--- config.mk ---
export PLATFORM = sky130hd
export DESIGN_NAME = riscv_op_packer
export DESIGN_NICKNAME = d
export VERILOG_FILES = /design/src/rtl/riscv_isa_pkg.sv /design/src/rtl/riscv_op_packer.sv
export SDC_FILE = /design/constraint.sdc
export NUM_CORES = 1
export LEC_CHECK = 0
export CORE_MARGIN = 5
export CORE_UTILIZATION = 39
export CTS_CLUSTER_SIZE = 14
export DETAILED_ROUTE_END_ITERATION = 10
export PLACE_DENSITY = 0.75
export RECOVER_POWER = 50
export SETUP_SLACK_MARGIN = 0.1
export SLEW_MARGIN = 40
export SYNTH_ARGS = -nofsm -noshare
export SYNTH_HDL_FRONTEND = slang
export SYNTH_SLANG_ARGS = --single-unit
--- constraint.sdc ---
create_clock -name clk -period 1.34 [get_ports clk]
set_input_delay 0.201 -clock clk [delete_from_list [all_inputs] [get_ports clk]]
set_output_delay 0.201 -clock clk [all_outputs]
set_load 0.02 [all_outputs]
--- src/rtl/riscv_isa_pkg.sv ---
// Shared RISC-V instruction-stream definitions: instruction size decode,
// the c.nop padding halfword and the packer/realigner residue state.
package riscv_isa_pkg;

    // c.nop, used to pad a lone trailing compressed instruction to a full word
    localparam logic [15:0] C_NOP = 16'h0001;

    // Residue state shared by the op packer and the fetch realigner
    typedef enum logic {
        EMPTY = 1'b0,
        HALF  = 1'b1
    } rlgn_state_t;

    // Instruction size in bytes from the low halfword: 2'b11 marks a 32-bit op
    function automatic logic [2:0] opsiz(input logic [15:0] op);
        return (op[1:0] == 2'b11) ? 3'd4 : 3'd2;
    endfunction

endpackage

--- src/rtl/riscv_op_packer.sv ---
// riscv_op_packer: packs a handshaked stream of 16/32-bit RISC-V instructions
// into aligned 32-bit memory words with byte enables and an incrementing address.
// Optional compressed-instruction support is enabled by defining RISCV_PACKER_C_EN;
// without it every instruction must be 32-bit and anything else is dropped and
// flagged on the sticky err output.
module riscv_op_packer
    import riscv_isa_pkg::*;
#(
    parameter int             AW      = 32,
    parameter logic [AW-1:0]  ADR_RST = '0
) (
    input  logic          clk,
    input  logic          rst_n,
    input  logic          ins_vld,
    output logic          ins_rdy,
    input  logic [31:0]   ins_dat,
    input  logic          flu_vld,
    output logic          flu_rdy,
    output logic          mem_vld,
    input  logic          mem_rdy,
    output logic [AW-1:0] mem_adr,
    output logic [31:0]   mem_dat,
    output logic [3:0]    mem_ben,
    output logic          err
);

    logic        free;
    logic        ins_acc;
    logic        flu_acc;
    logic        is32;
    logic        ld;
    logic [31:0] ld_dat;
    logic [3:0]  ld_ben;

    // The output slot can take a new word when empty or being drained this cycle;
    // an instruction takes priority over a flush.
    assign free    = !mem_vld || mem_rdy;
    assign ins_rdy = free;
    assign flu_rdy = free && !ins_vld;
    assign ins_acc = ins_vld && ins_rdy;
    assign flu_acc = flu_vld && flu_rdy;
    assign is32    = (opsiz(ins_dat[15:0]) == 3'd4);

`ifdef RISCV_PACKER_C_EN

    rlgn_state_t state, state_nxt;
    logic [15:0] res, res_nxt;

    // Next-state and word assembly: combine the held halfword with incoming halves
    always_comb begin
        state_nxt = state;
        res_nxt   = res;
        ld        = 1'b0;
        ld_dat    = mem_dat;
        ld_ben    = mem_ben;
        if (ins_acc) begin
            case (state)
                EMPTY: begin
                    if (is32) begin
                        ld     = 1'b1;
                        ld_dat = ins_dat;
                        ld_ben = 4'b1111;
                    end else begin
                        res_nxt   = ins_dat[15:0];
                        state_nxt = HALF;
                    end
                end
                HALF: begin
                    ld     = 1'b1;
                    ld_dat = {ins_dat[15:0], res};
                    ld_ben = 4'b1111;
                    if (is32) begin
                        res_nxt = ins_dat[31:16];
                    end else begin
                        state_nxt = EMPTY;
                    end
                end
                default: state_nxt = EMPTY;
            endcase
        end else if (flu_acc && (state == HALF)) begin
            ld        = 1'b1;
            ld_dat    = {C_NOP, res};
            ld_ben    = 4'b0011;
            state_nxt = EMPTY;
        end
    end

    // Residue state register
    always_ff @(posedge clk or negedge rst_n) begin
        if (!rst_n) begin
            state <= EMPTY;
            res   <= '0;
        end else begin
            state <= state_nxt;
            res   <= res_nxt;
        end
    end

    assign err = 1'b0;

`else

    logic unused_flu;
    assign unused_flu = flu_vld ^ flu_acc;

    // Without compressed support only 32-bit instructions produce words
    always_comb begin
        ld     = ins_acc && is32;
        ld_dat = ins_dat;
        ld_ben = 4'b1111;
    end

    // Sticky flag for dropped compressed instructions
    always_ff @(posedge clk or negedge rst_n) begin
        if (!rst_n) begin
            err <= 1'b0;
        end else if (ins_acc && !is32) begin
            err <= 1'b1;
        end
    end

`endif

    // Output word register and address counter; a new word may load while the old one drains
    always_ff @(posedge clk or negedge rst_n) begin
        if (!rst_n) begin
            mem_vld <= 1'b0;
            mem_dat <= '0;
            mem_ben <= '0;
            mem_adr <= ADR_RST;
        end else begin
            if (mem_vld && mem_rdy) begin
                mem_adr <= mem_adr + AW'(4);
            end
            if (ld) begin
                mem_vld <= 1'b1;
                mem_dat <= ld_dat;
                mem_ben <= ld_ben;
            end else if (mem_rdy) begin
                mem_vld <= 1'b0;
            end
        end
    end

endmodule
# Yosys cells after proc, flatten, opt, wreduce, memory -nomap -nowiden
# Index checks and enable logic that the tools add are counted.
# W data, S select, Z words.
[op_classes]
n_addsub = 1
n_mux = 3
n_eq_ne = 2
n_reduce_logical = 10
[op_table]
columns = ["cell", "count"]
rows = [
  ["$add A32 B3 Y32 const B", 1],
  ["$logic_and A1 B1 Y1", 5],
  ["$eq A3 B3 Y1 const B", 1],
  ["$logic_not A1 Y1", 3],
  ["$mux W3", 1],
  ["$eq A2 B2 Y1 const B", 1],
  ["$mux W1", 2],
  ["$reduce_bool A2 Y1", 1],
  ["$logic_or A1 B1 Y1", 1],
]
[totals]
out_inout_bits = 72
register_bits = 67
in_bits = 37
word_cells = 21

# Logic depth before layout (Yosys ltp)
# Gate-level depths: netlist of the first run.
[logic_depth]
ltp_word = 5
depth_mapped = 5
ltp_nobuf = 5

# Worst setup path before layout of the first run
# OpenSTA, ideal clock, no wires.
[synth_path]
path_type = "register to register"
start = "reg mem_vld"
end = "reg mem_dat[14]"
required_ns = 1.215
setup_ns = 0.125
path_stages_with_launch = 5
n_path_buf = 1
path_slack_ns = -0.326
arrival_ns = 1.542
period_less_slack_ns = 1.666
path_cell_list = "dfrtp_1 > nand2b_1 > nand4_2 > buf_2 > mux2_2"
[synth_via]
elab_chain_cells = 4
[synth_lines]
columns = ["element", "line", "source"]
rows = [
  ["start, declared", "riscv_op_packer.sv:19", "output logic mem_vld,"],
  ["start signal, assigned", "riscv_op_packer.sv:127", "mem_vld <= 1'b0;"],
  ["start signal, assigned", "riscv_op_packer.sv:136", "mem_vld <= 1'b1;"],
  ["start signal, assigned", "riscv_op_packer.sv:140", "mem_vld <= 1'b0;"],
  ["$logic_not A1 Y1", "riscv_op_packer.sv:37", "assign free = !mem_vld || mem_rdy;"],
  ["$logic_or A1 B1 Y1", "riscv_op_packer.sv:37", ""],
  ["named net ins_rdy", "riscv_op_packer.sv:15", "output logic ins_rdy,"],
  ["$logic_and A1 B1 Y1", "riscv_op_packer.sv:40", "assign ins_acc = ins_vld && ins_rdy;"],
  ["$logic_and A1 B1 Y1", "riscv_op_packer.sv:108", "ld = ins_acc && is32;"],
  ["end signal, assigned", "riscv_op_packer.sv:137", "mem_dat <= ld_dat;"],
  ["end, declared", "riscv_op_packer.sv:22", "output logic [31:0] mem_dat,"],
]
# The timed path passes the listed nets, and every way through them passes these cells.
# A chain may end at the register's enable or synchronous reset.

# Worst setup path after layout of the first run
[layout_path]
start = "reg mem_adr[3]"
end = "reg mem_adr[9]"
[layout_via]
elab_chain_cells = 1
[layout_lines]
columns = ["element", "line", "source"]
rows = [
  ["start, declared", "riscv_op_packer.sv:21", "output logic [AW-1:0] mem_adr,"],
  ["start signal, assigned", "riscv_op_packer.sv:133", "mem_adr <= mem_adr + AW'(4);"],
  ["$add A32 B3 Y32", "riscv_op_packer.sv:133", ""],
]
# Every way passes these cells.

==> impl_metrics.xml, run 1 <==
<?xml version="1.0" encoding="UTF-8"?>
<metrics>
  <group name="placed_design">
    <metric name="number_of_buffers_inserted_by_port_buffering" unit="">105</metric>
    <metric name="dpl_wire_length" unit="mm">5.07</metric>
    <metric name="dp_cells" unit="">428</metric>
    <metric name="gp_congestion" unit="">0.752</metric>
  </group>
  <group name="power_and_ir_drop">
    <metric name="static-leakage-power" unit="nW">2.10</metric>
    <metric name="design_power_total" unit="mW">5.86</metric>
    <metric name="cellPowerDensity" unit="mW/mm2">1260</metric>
    <metric name="vdd.ir_drop.worst" unit="uV">1270</metric>
  </group>
  <group name="setup_path">
    <metric name="critPathBufInv" unit="">3</metric>
    <metric name="critPathCaptureType" unit="">register</metric>
    <metric name="ff2ff_setup_slack" unit="ns">-0.09</metric>
    <metric name="worst_r2r_path_depth" unit="">7</metric>
    <metric name="critical_path.reg2reg.endpoint" unit="">mem_adr[9]</metric>
    <metric name="kind_of_launch_point_of_the_worst_setup_path" unit="">register</metric>
    <metric name="cp_top_family" unit="">buffers and inverters</metric>
    <metric name="critical_path_arrival" unit="ns">1.68</metric>
    <metric name="worst-setup-path-type" unit="">reg -&gt; reg</metric>
    <metric name="crit_path_top_delay_cell" unit="">dfrtp_2</metric>
    <metric name="timing.critical_path.mode_cell" unit="">buf_6</metric>
    <metric name="worst-path-max-fanout" unit="">7</metric>
    <metric name="reg2reg_from" unit="">mem_adr[3]</metric>
    <metric name="cpPeakStageDelay" unit="ns">0.39</metric>
    <metric name="crit_required" unit="ns">1.59</metric>
    <metric name="critical_path.cell_chain" unit="">buf_6 -&gt; nand4_1 -&gt; buf_6 -&gt; nor2_4 -&gt; buf_6 -&gt; and3_4 -&gt; xor2_1</metric>
  </group>
  <group name="cells_and_area">
    <metric name="final_cells" unit="">463</metric>
    <metric name="fillCellCount" unit="">503</metric>
    <metric name="layout-area-overhead-vs-synth" unit="%">70.3</metric>
    <metric name="antenna-diode-count" unit="">0</metric>
    <metric name="finalNetCount" unit="">400</metric>
    <metric name="post_route_cells_drive_above_1_share" unit="">0.567</metric>
  </group>
  <group name="grt">
    <metric name="groute.usage.overall" unit="">0.171</metric>
    <metric name="grt_overflow" unit="">0</metric>
    <metric name="largest_net_degree_at_the_start_of_global_routing" unit="">44</metric>
    <metric name="antenna_violations_before_repair" unit="">0</metric>
    <metric name="number_of_global_route_vias_before_repair" unit="">2319</metric>
    <metric name="global_route_wire_length_before_repair" unit="mm">11.6</metric>
  </group>
  <group name="die">
    <metric name="die_h" unit="um">93.6</metric>
    <metric name="floorplan.core_area" unit="mm2">0.00679</metric>
    <metric name="io_pins" unit="">109</metric>
    <metric name="initial_core_util" unit="">0.401</metric>
    <metric name="fp.dieArea" unit="mm2">0.00877</metric>
    <metric name="die-width" unit="um">93.6</metric>
    <metric name="std_cell_rows" unit="">30</metric>
  </group>
  <group name="synth">
    <metric name="synth_top_flop_cell" unit="">dfrtp_1</metric>
    <metric name="synth-edff-count" unit="">0</metric>
    <metric name="postSynthRegisterBits" unit="">65</metric>
    <metric name="seq_area_frac_synth" unit="">0.596</metric>
    <metric name="post_synthesis_instance_area" unit="mm2">0.00273</metric>
    <metric name="synth_warn" unit="">0</metric>
    <metric name="synth.area.top_cells" unit="">dfrtp_1, mux2_2, xnor2_1, nand3_1, nand4_1</metric>
    <metric name="synth.top_cell.area_share" unit="">0.596</metric>
    <metric name="synth_top_area_cell" unit="">dfrtp_1</metric>
    <metric name="asyncSetResetFlopFracSynth" unit="">1.00</metric>
    <metric name="syn_inst" unit="">200</metric>
    <metric name="ys_types" unit="">29</metric>
    <metric name="postSynthAreaPerCell" unit="um2">13.6</metric>
  </group>
  <group name="routing">
    <metric name="firstDrtPassIters" unit="">5</metric>
    <metric name="route.antenna.remaining_nets" unit="">0</metric>
    <metric name="detail_route.vias_per_cell" unit="">4.62</metric>
    <metric name="drc" unit="">0</metric>
    <metric name="route.vias.total" unit="">2140</metric>
    <metric name="totalWireLength" unit="mm">7.28</metric>
    <metric name="drt-initial-drc-count" unit="">59</metric>
    <metric name="post_drt_wl_per_cell" unit="um">15.7</metric>
  </group>
  <group name="clock_network">
    <metric name="cts_tree" unit="">built</metric>
    <metric name="clk_path_buf_depth" unit="">2</metric>
    <metric name="worst_skew_pair.late_latency" unit="ns">0.33</metric>
    <metric name="htree_num_levels" unit="">3</metric>
    <metric name="clock_tree.root_cell" unit="">clkbuf_8</metric>
    <metric name="clkSinkCount" unit="">65</metric>
    <metric name="clk_pin_slew_worst_paths" unit="ns">0.07</metric>
    <metric name="cts-buffers-inserted" unit="">9</metric>
  </group>
  <group name="sta">
    <metric name="timing.final.ws_setup" unit="ns">-0.0873</metric>
    <metric name="max_freq" unit="MHz">701</metric>
    <metric name="timing.final.hold_violations" unit="">0</metric>
    <metric name="report.final.slew_viol_count" unit="">0</metric>
    <metric name="rsz0062_at_grt" unit="">yes</metric>
    <metric name="relSlewSlack" unit="">0.602</metric>
    <metric name="finalClockSkew" unit="ns">0.00668</metric>
    <metric name="finalSetupViolCount" unit="">47</metric>
    <metric name="worstMarginPinSlew" unit="ns">0.596</metric>
    <metric name="final.period_utilization" unit="">1.07</metric>
    <metric name="timing.final.crit_period" unit="ns">1.43</metric>
  </group>
  <group name="status">
    <metric name="failed_checks" unit="">setup timing</metric>
    <metric name="run_status" unit="">complete, but fails checks</metric>
  </group>
  <group name="min_path">
    <metric name="hold_class" unit="">in -&gt; async</metric>
  </group>
  <group name="job">
    <metric name="max_cap_viol_count" unit="">0</metric>
  </group>
</metrics>
how the worst max path moves through the flow:
stage | start | end | slack [ns] | depth (start not counted)
2_1_floorplan | mem_adr[2] | mem_adr[10] | -0.06 | 5
3_5_place_dp | mem_rdy | mem_adr[10] | -0.42 | 6
4_1_cts | mem_adr[20] | mem_adr[31] | -0.06 | 4
3_3_place_gp | mem_rdy | flu_rdy | -0.42 | 4
6_report | mem_adr[3] | mem_adr[9] | -0.09 | 7
5_1_grt | mem_adr[3] | mem_adr[27] | -0.20 | 6
sequential cells by signal, summed over array words and instances, names as in the netlist:
register,count
mem_ben,1
mem_dat,32
mem_adr,30
err,1
mem_vld,1
metrics by stage:
step	setup WS [ns]	setup TNS (ns)	utilization	hold slack (ns)	cell area [um2]
after detailed placement	-0.423	-17.88	0.623	0.213	4230
final	-0.0873	-0.961	0.684	0.470	4650
after global placement	-0.419	-16.58	0.623	0.210	4230
after CTS	-0.0569	-0.262	0.689	0.383	4680
after floorplan	-0.0578	-0.680	-	-0.0946	2820
after global routing	-0.197	-4.66	0.684	0.469	4650
layout by cell type (no fill, tap or decap), types with 5 or more instances in the layout:
master            n
buf_2            15
nand4_1          10
buf_6            36
clkbuf_8         11
dfrtp_2          20
clkdlybuf4s15_1   8
clkdlybuf4s50_1  33
buf_12            5
clkdlybuf4s15_2   7
xnor2_1          22
clkbuf_2         19
dfrtp_1          45
buf_4            28
mux2_2           31
nand3_1           7
kinds of logic (layout without fill, tap and decap cells):
family / after synthesis / in the layout / synth area share
flip-flops: 65 / 65 / 0.596
XOR/XNOR: 29 / 29 / 0.0931
AND/OR/NAND/NOR: 61 / 61 / 0.147
buffers and inverters: 11 / 177 / 0.0261
multiplexers: 31 / 31 / 0.128
AO/OA/AOI/OAI: 1 / 1 / 0.00321
adder cells (fa/ha/maj): 1 / 1 / 0.00459
other: 1 / 2 / 0.00137
per-layer routing:
layer	track usage	vias up	wire, um
met5	0	-	0
met4	0.0722	0	136
met2	0.303	61	3970
met1	0.201	1040	2840
met3	0.0322	12	335
li1	-	1027	-
worst min-delay path, delay by kind of cell:
kind                   cells  cell delay (ns)
buffers and inverters      3             1.06
area by class of cell:
class,count,area [um2],share of cell area
Timing Repair Buffer,159,1430,0.308
Clock buffer,11,151,0.0326
Inverter,2,10.0,0.00215
Sequential cell,65,1650,0.356
Tap cell,96,120,0.0259
Clock inverter,5,77.6,0.0167
Multi-Input combinational cell,125,1200,0.259
report_power, final:
group	internal, mW	switching [mW]
Clock	1.14	0.748
Sequential	2.23	0.186
Combinational	0.777	0.771
repair_timing:
| action | CTS | global route |
|---|---|---|
| gates resized for setup | 262 | 59 |
| pin swaps | 8 | 10 |
| buffers inserted | 13 | 10 |
| endpoints found under the setup margin | 123 | 107 |
| hold endpoints to repair | 65 | 0 |
| hold buffers | 1 | 0 |
cell usage after synthesis, types with 2 or more instances:
cell	count
xnor2_1	24
dfrtp_1	65
and3_1	4
mux2_2	31
buf_4	5
nor2_1	6
nand4_1	10
xor2_1	5
nand3_1	13
inv_1	2
nor4_4	2
buf_2	3
nand2b_1	4
nand2_1	7
nor3_1	2
and2_1	4
(Power assumes the default switching activity.)
==> run 2: changes to the inputs <==
Settings changed: ABC_AREA set to 1, CORE_UTILIZATION 39 to 41, PLACE_DENSITY 0.75 to 0.76.
Clock period 1.34 ns to 1.2 ns, I/O delays scaled along.
==> run 2 against run 1 <==
Against the previous run:
- the flow still finishes with violations (setup timing)
- clock skew increased by 0.0073 ns
- sequential power increased by 13%
- synthesized area increased by 13%
- fmax increased by 5.5%
- largest power group unchanged
==> impl_metrics.xml, run 2 <==
<?xml version="1.0" encoding="UTF-8"?>
<metrics>
  <group name="status">
    <metric name="run_status" unit="">complete, but fails checks</metric>
    <metric name="failed_checks" unit="">setup timing</metric>
  </group>
  <group name="power_and_ir_drop">
    <metric name="net-switching-power" unit="mW">1.99</metric>
    <metric name="static-leakage-power" unit="nW">2.59</metric>
    <metric name="vdd.ir_drop.worst" unit="uV">859</metric>
    <metric name="seq_power_share" unit="">0.388</metric>
    <metric name="share_comb_of_total_power" unit="">0.294</metric>
    <metric name="cellPowerDensity" unit="mW/mm2">1330</metric>
    <metric name="swShare" unit="">0.283</metric>
    <metric name="cellInternalPower" unit="mW">5.05</metric>
    <metric name="pwr-share-clk" unit="">0.318</metric>
  </group>
  <group name="grt">
    <metric name="gr-usage-met3" unit="">0.0759</metric>
    <metric name="groute.usage.overall" unit="">0.191</metric>
    <metric name="grt_util_met2" unit="">0.294</metric>
    <metric name="number_of_global_route_vias_before_repair" unit="">2766</metric>
    <metric name="global_route.usage.met1" unit="">0.248</metric>
    <metric name="globalRoute.busiestLayer" unit="">met2</metric>
    <metric name="antenna_violations_before_repair" unit="">0</metric>
    <metric name="largest_net_degree_at_the_start_of_global_routing" unit="">66</metric>
    <metric name="global_route_wire_length_before_repair" unit="mm">13.5</metric>
    <metric name="grt_overflow" unit="">0</metric>
  </group>
  <group name="cells_and_area">
    <metric name="antenna-diode-count" unit="">0</metric>
    <metric name="fillCellCount" unit="">498</metric>
    <metric name="largest_reg_flops" unit="">32</metric>
    <metric name="final_cell_mix" unit="">buf_6, buf_4, nand2_1, dfrtp_1, clkdlybuf4s50_1</metric>
    <metric name="layout_commonest_cell" unit="">buf_6</metric>
    <metric name="layout-area-overhead-vs-synth" unit="%">72.6</metric>
    <metric name="largestRegisters" unit="">mem_dat (32), mem_adr (30)</metric>
    <metric name="finalNetCount" unit="">515</metric>
    <metric name="design_area" unit="mm2">0.00530</metric>
    <metric name="post_route_cells_drive_above_1_share" unit="">0.541</metric>
    <metric name="top_register" unit="">mem_dat</metric>
  </group>
  <group name="die">
    <metric name="std_cell_rows" unit="">31</metric>
    <metric name="die-width" unit="um">96.6</metric>
    <metric name="floorplan.core_area" unit="mm2">0.00729</metric>
    <metric name="die_h" unit="um">96.6</metric>
    <metric name="initial_core_util" unit="">0.421</metric>
    <metric name="io_pins" unit="">109</metric>
    <metric name="fp.dieArea" unit="mm2">0.00933</metric>
  </group>
  <group name="sta">
    <metric name="worstMarginPinSlew" unit="ns">0.593</metric>
    <metric name="hold_slack" unit="ns">0.450</metric>
    <metric name="setup_tns" unit="ns">-5.25</metric>
    <metric name="finalSetupViolCount" unit="">67</metric>
    <metric name="rsz0062_at_grt" unit="">yes</metric>
    <metric name="timing.final.hold_violations" unit="">0</metric>
    <metric name="finalClockSkew" unit="ns">0.0140</metric>
    <metric name="timing.final.ws_setup" unit="ns">-0.153</metric>
    <metric name="final.period_utilization" unit="">1.13</metric>
    <metric name="max_freq" unit="MHz">739</metric>
    <metric name="relSlewSlack" unit="">0.604</metric>
    <metric name="report.final.slew_viol_count" unit="">0</metric>
    <metric name="timing.final.crit_period" unit="ns">1.35</metric>
  </group>
  <group name="synth">
    <metric name="synth_top_flop_cell" unit="">dfrtp_1</metric>
    <metric name="synth_top_family_by_area" unit="">simple AND/OR/NAND/NOR gates</metric>
    <metric name="postSynthRegisterBits" unit="">65</metric>
    <metric name="post_synthesis_instance_area" unit="mm2">0.00307</metric>
    <metric name="synth_top_area_cell" unit="">dfrtp_1</metric>
    <metric name="syn_inst" unit="">293</metric>
    <metric name="synthAdderAreaFrac" unit="">0.00407</metric>
    <metric name="ys_types" unit="">28</metric>
    <metric name="synth-simple-area-share" unit="">0.204</metric>
    <metric name="seq_area_frac_synth" unit="">0.529</metric>
    <metric name="synth_warn" unit="">0</metric>
    <metric name="asyncSetResetFlopFracSynth" unit="">1.00</metric>
    <metric name="synth_commonest_cells" unit="">nand2_1, dfrtp_1, inv_1, mux2_4, nor2_1</metric>
    <metric name="yosys-mux-area-fraction" unit="">0.142</metric>
    <metric name="postSynthAreaPerCell" unit="um2">10.5</metric>
    <metric name="synth-edff-count" unit="">0</metric>
    <metric name="yosys.area_share.xor_xnor" unit="">0.0513</metric>
    <metric name="synth.area.top_cells" unit="">dfrtp_1, mux2_4, nand2_1, inv_1, nor2_1</metric>
    <metric name="synth-compound-area-share" unit="">0.0110</metric>
    <metric name="synth.top_cell.area_share" unit="">0.529</metric>
    <metric name="yosysMostFrequentCell" unit="">nand2_1</metric>
  </group>
  <group name="routing">
    <metric name="route.antenna.remaining_nets" unit="">0</metric>
    <metric name="firstDrtPassIters" unit="">4</metric>
    <metric name="post_drt_wl_per_cell" unit="um">14.5</metric>
    <metric name="drc" unit="">0</metric>
    <metric name="detail_route.vias_per_cell" unit="">4.66</metric>
    <metric name="totalWireLength" unit="mm">8.45</metric>
    <metric name="route.vias.total" unit="">2709</metric>
    <metric name="drt-initial-drc-count" unit="">104</metric>
  </group>
  <group name="setup_path">
    <metric name="worst_r2r_path_depth" unit="">8</metric>
    <metric name="timing.critical_path.from" unit="">mem_vld</metric>
    <metric name="critPathCaptureType" unit="">register</metric>
    <metric name="worst-setup-path-type" unit="">reg -&gt; reg</metric>
    <metric name="crit_required" unit="ns">1.43</metric>
    <metric name="critical_path.cell_chain" unit="">buf_6 -&gt; nand2_8 -&gt; inv_8 -&gt; nand3_4 -&gt; nor2_4 -&gt; nand2_1 -&gt; nor2_1 -&gt; nor2_1</metric>
    <metric name="kind_of_launch_point_of_the_worst_setup_path" unit="">register</metric>
    <metric name="crit_path_top_delay_cell" unit="">dfrtp_2</metric>
    <metric name="reg2reg_from" unit="">mem_vld</metric>
    <metric name="ff2ff_setup_slack" unit="ns">-0.15</metric>
    <metric name="worst-path-max-fanout" unit="">7</metric>
    <metric name="critical_path_arrival" unit="ns">1.58</metric>
    <metric name="critical_path.reg2reg.endpoint" unit="">mem_adr[19]</metric>
    <metric name="timing.critical_path.mode_cell" unit="">nor2_1</metric>
    <metric name="cpPeakStageDelay" unit="ns">0.44</metric>
  </group>
  <group name="placed_design">
    <metric name="dpl_wire_length" unit="mm">5.90</metric>
    <metric name="dp_slack" unit="ns">-0.515</metric>
    <metric name="number_of_buffers_inserted_by_port_buffering" unit="">105</metric>
    <metric name="gp_congestion" unit="">0.839</metric>
    <metric name="post_dp_cell_area" unit="mm2">0.00463</metric>
  </group>
  <group name="clock_network">
    <metric name="cts_tree" unit="">built</metric>
    <metric name="clk_path_buf_depth" unit="">2</metric>
    <metric name="worst_skew_pair.late_latency" unit="ns">0.34</metric>
    <metric name="clk_pin_slew_worst_paths" unit="ns">0.08</metric>
    <metric name="htree_num_levels" unit="">3</metric>
    <metric name="clkSinkCount" unit="">65</metric>
    <metric name="cts-buffers-inserted" unit="">9</metric>
    <metric name="clock_tree.root_cell" unit="">clkbuf_8</metric>
  </group>
  <group name="min_path">
    <metric name="hold_class" unit="">in -&gt; async</metric>
  </group>
  <group name="job">
    <metric name="max_cap_viol_count" unit="">0</metric>
  </group>
</metrics>
==> run 2: cell types whose count changed in the layout (fill, tap and decap cells not counted), moves of 13 or more <==
cell,previous run,this run
buf_4,28,62
inv_1,1,25
buf_6,36,65
clkbuf_2,19,0
mux2_2,31,4
nand2_1,4,60
mux2_4,0,26
xnor2_1,22,9
==> run 2: final cells by class <==
type	instances	area, um2	area share
clock buffers	11	131	0.0248
well taps	99	124	0.0234
inverters	28	113	0.0212
flip-flops and latches	65	1650	0.312
clock inverters	5	104	0.0196
repair buffers	179	1670	0.314
multi-input cells	194	1510	0.285
==> run 2: worst max-delay path: cells and delay by family (launching register included) <==
kind	cells	cell delay [ns]
buf+inv	2	0.22
flops	1	0.44
simple gates	6	0.59
==> run 2: logic make-up after synthesis <==
group,count (synthesis)
buffers and inverters,36
XOR/XNOR,18
adder cells (fa/ha/maj),1
multiplexers,30
AO/OA/AOI/OAI,6
other,1
AND/OR/NAND/NOR,136
flip-flops,65
==> run 2: how the worst max path moves through the flow <==
stage          depth (start not counted)  slack [ns]           to
2_1_floorplan                          4       -0.14  mem_dat[14]
3_3_place_gp                           9       -0.45  mem_adr[19]
3_5_place_dp                           9       -0.52  mem_adr[27]
4_1_cts                                8       -0.14  mem_adr[28]
5_1_grt                                7       -0.29  mem_adr[19]
6_report                               8       -0.15  mem_adr[19]
==> run 2: repair_timing <==
action	4_1_cts	5_1_grt
cloned	1	2
setup endpoints to repair	129	116
setup buffers	14	18
endpoints found under the hold margin	65	0
pin swaps	10	8
hold buffers	1	0
resized for setup	355	89
==> run 2: metal layers <==
metal | wire length (um) | vias to the layer above
met5 | 0 | -
met4 | 138 | 0
met3 | 963 | 14
met2 | 4000 | 115
met1 | 3360 | 1282
li1 | - | 1298
==> run 2: metrics by stage <==
step	instances	power, mW	utilization
finish	581	7.05	0.727
CTS	564	6.76	0.672
global route	581	7.40	0.727
detailed placement	532	4.59	0.635
global placement	532	4.54	0.635
floorplan	294	3.62	-
==> run 2: power groups by stage <==
stage                     Clock [mW]  Sequential (mW)  Combinational (mW)
after CTS                       2.27             2.71                1.78
after global routing            2.40             2.78                2.22
after detailed placement           0             2.75                1.84
final                           2.24             2.74                2.07
after floorplan                    0             3.09               0.529
after global placement             0             2.75                1.79
==> run 3: changes to the inputs <==
Settings changed: CORE_UTILIZATION 41 to 45, PLACE_DENSITY 0.76 to 0.79.
Clock period 1.2 ns to 1.25 ns, I/O delays scaled along.
==> run 3 against run 2 <==
Against the previous run:
- critical path type unchanged
- clock power decreased by 12%
- clock skew increased by 0.0011 ns
- the flow still finishes with violations (setup timing)
- power decreased by 10%
- largest cell class is now flip-flops and latches
- utilization increased by 1.2 points
- die area decreased by 8.0%
- combinational power decreased by 15%
- sequential share of layout area increased by 2.1 points
- flip-flop and latch count unchanged
- worst setup slack improved by 0.026 ns
- hold slack improved by 0.0046 ns
==> impl_metrics.xml, run 3 (synthesized netlist as in run 2, its figures left out) <==
<?xml version="1.0" encoding="UTF-8"?>
<metrics>
  <group name="sta">
    <metric name="finalClockSkew" unit="ns">0.0151</metric>
    <metric name="max_freq" unit="MHz">726</metric>
    <metric name="timing.final.hold_violations" unit="">0</metric>
    <metric name="worstMarginPinSlew" unit="ns">0.581</metric>
    <metric name="report.final.slew_viol_count" unit="">0</metric>
    <metric name="finalSetupViolCount" unit="">48</metric>
    <metric name="relSlewSlack" unit="">0.613</metric>
    <metric name="final.period_utilization" unit="">1.10</metric>
    <metric name="timing.final.crit_period" unit="ns">1.38</metric>
    <metric name="timing.final.ws_setup" unit="ns">-0.127</metric>
    <metric name="setup_tns" unit="ns">-2.97</metric>
    <metric name="rsz0062_at_grt" unit="">yes</metric>
  </group>
  <group name="power_and_ir_drop">
    <metric name="vdd.ir_drop.worst" unit="uV">1110</metric>
    <metric name="static-leakage-power" unit="nW">2.45</metric>
    <metric name="cellPowerDensity" unit="mW/mm2">1270</metric>
  </group>
  <group name="cells_and_area">
    <metric name="antenna-diode-count" unit="">0</metric>
    <metric name="largest_reg_flops" unit="">32</metric>
    <metric name="layout_commonest_cell" unit="">nand2_1</metric>
    <metric name="layout-area-overhead-vs-synth" unit="%">61.7</metric>
    <metric name="finalNetCount" unit="">503</metric>
    <metric name="post-route-util" unit="">0.740</metric>
    <metric name="fillCellCount" unit="">467</metric>
    <metric name="largestRegisters" unit="">mem_dat (32), mem_adr (30)</metric>
    <metric name="top_register" unit="">mem_dat</metric>
    <metric name="final_cell_mix" unit="">nand2_1, buf_2, buf_4, dfrtp_1, clkdlybuf4s50_1</metric>
    <metric name="post_route_cells_drive_above_1_share" unit="">0.545</metric>
  </group>
  <group name="routing">
    <metric name="drc" unit="">0</metric>
    <metric name="post_drt_wl_per_cell" unit="um">15.9</metric>
    <metric name="totalWireLength" unit="mm">8.76</metric>
    <metric name="detail_route.vias_per_cell" unit="">4.99</metric>
    <metric name="route.vias.total" unit="">2742</metric>
    <metric name="drt-initial-drc-count" unit="">147</metric>
    <metric name="firstDrtPassIters" unit="">4</metric>
    <metric name="route.antenna.remaining_nets" unit="">0</metric>
  </group>
  <group name="clock_network">
    <metric name="cts-buffers-inserted" unit="">9</metric>
    <metric name="clk_pin_slew_worst_paths" unit="ns">0.08</metric>
    <metric name="cts_tree" unit="">built</metric>
    <metric name="clock_tree.root_cell" unit="">clkbuf_8</metric>
    <metric name="worst_skew_pair.late_latency" unit="ns">0.34</metric>
    <metric name="clk_path_buf_depth" unit="">2</metric>
    <metric name="htree_num_levels" unit="">3</metric>
    <metric name="clkSinkCount" unit="">65</metric>
  </group>
  <group name="setup_path">
    <metric name="crit_required" unit="ns">1.48</metric>
    <metric name="worst_r2r_path_depth" unit="">7</metric>
    <metric name="worst-setup-path-type" unit="">reg -&gt; reg</metric>
    <metric name="kind_of_launch_point_of_the_worst_setup_path" unit="">register</metric>
    <metric name="worst-path-max-fanout" unit="">6</metric>
    <metric name="reg2reg_from" unit="">mem_adr[12]</metric>
    <metric name="critical_path_arrival" unit="ns">1.60</metric>
    <metric name="critical_path.reg2reg.endpoint" unit="">mem_adr[19]</metric>
    <metric name="ff2ff_setup_slack" unit="ns">-0.13</metric>
    <metric name="critPathCaptureType" unit="">register</metric>
  </group>
  <group name="placed_design">
    <metric name="dpl_wire_length" unit="mm">5.77</metric>
    <metric name="dp_slack" unit="ns">-0.467</metric>
    <metric name="number_of_buffers_inserted_by_port_buffering" unit="">105</metric>
    <metric name="gp_congestion" unit="">0.792</metric>
  </group>
  <group name="grt">
    <metric name="number_of_global_route_vias_before_repair" unit="">2821</metric>
    <metric name="largest_net_degree_at_the_start_of_global_routing" unit="">66</metric>
    <metric name="global_route_wire_length_before_repair" unit="mm">13.5</metric>
    <metric name="groute.usage.overall" unit="">0.199</metric>
    <metric name="grt_overflow" unit="">0</metric>
    <metric name="antenna_violations_before_repair" unit="">0</metric>
  </group>
  <group name="status">
    <metric name="failed_checks" unit="">setup timing</metric>
    <metric name="run_status" unit="">complete, but fails checks</metric>
  </group>
  <group name="min_path">
    <metric name="min_delay_path_depth" unit="">2</metric>
    <metric name="hold_path_startpoint" unit="">ins_dat[31]</metric>
    <metric name="timing.hold.worst_endpoint" unit="">mem_dat[31]</metric>
    <metric name="hold_class" unit="">in -&gt; reg</metric>
  </group>
  <group name="die">
    <metric name="io_pins" unit="">109</metric>
    <metric name="std_cell_rows" unit="">30</metric>
    <metric name="die_h" unit="um">92.6</metric>
    <metric name="fp.dieArea" unit="mm2">0.00858</metric>
    <metric name="floorplan.core_area" unit="mm2">0.00672</metric>
    <metric name="initial_core_util" unit="">0.457</metric>
    <metric name="die-width" unit="um">92.6</metric>
  </group>
  <group name="job">
    <metric name="max_cap_viol_count" unit="">0</metric>
  </group>
</metrics>
[run 3: cell types whose count changed in the layout (fill, tap and decap cells not counted), sizes merged]
cell	previous run	this run
buf	143	131
clkbuf	12	14
bufinv	3	2
clkinv	2	1
[run 3: where the power goes]
| group | leakage, nW | switching (mW) | internal [mW] |
|---|---|---|---|
| clock | 0.108 | 0.790 | 1.18 |
| combinational | 1.57 | 0.822 | 0.926 |
| sequential | 0.775 | 0.223 | 2.39 |
[run 3: layout make-up]
type	instances	area, um2	area share
Timing Repair Buffer	167	1360	0.274
Clock buffer	13	149	0.0300
Clock inverter	3	65.1	0.0131
Tap cell	80	100	0.0201
Sequential cell	65	1660	0.333
Inverter	28	113	0.0227
Multi-Input combinational cell	194	1530	0.307
[run 3: per-stage QoR]
step	instances	total power, mW	hold slack, ns	area [um2]
final	550	6.33	0.455	4970
after global placement	503	4.36	0.228	4530
after detailed placement	503	4.41	0.230	4530
after CTS	533	6.25	0.409	4680
after global routing	550	6.61	0.445	4970
after floorplan	294	3.47	-0.108	3190
[run 3: worst max-delay path by stage]
stage / start / endpoint / slack (ns) / cells after the start
floorplan: mem_vld / mem_dat[14] / -0.09 / 4
global placement: mem_rdy / mem_adr[19] / -0.42 / 9
detailed placement: mem_rdy / flu_rdy / -0.47 / 4
CTS: mem_adr[6] / mem_adr[28] / -0.06 / 8
global route: mem_adr[14] / mem_adr[28] / -0.19 / 7
finish: mem_adr[12] / mem_adr[19] / -0.13 / 7
[run 3: what timing repair did]
action,in CTS,in global routing
setup buffers,13,17
pin swaps,13,13
resized for setup,328,49
endpoints found under the setup margin,128,87
cloned,1,2
hold endpoints to repair,65,0
hold buffers,1,0
[run 3: critical path, cell delays in order (launching register included)]
cell and delay, ns:
dfrtp_2 0.40, nand2_1 0.13, nor2_2 0.15, inv_1 0.12, nor2_4 0.21, nand2_1 0.08, nor2_1 0.11, nor2_1 0.06
[run 3: layer usage]
layer	up-vias	wire, um	global-route usage
met5	-	0	0
met4	0	120	0.0549
met3	15	812	0.0699
met2	117	4370	0.345
met1	1334	3450	0.234
li1	1276	-	-
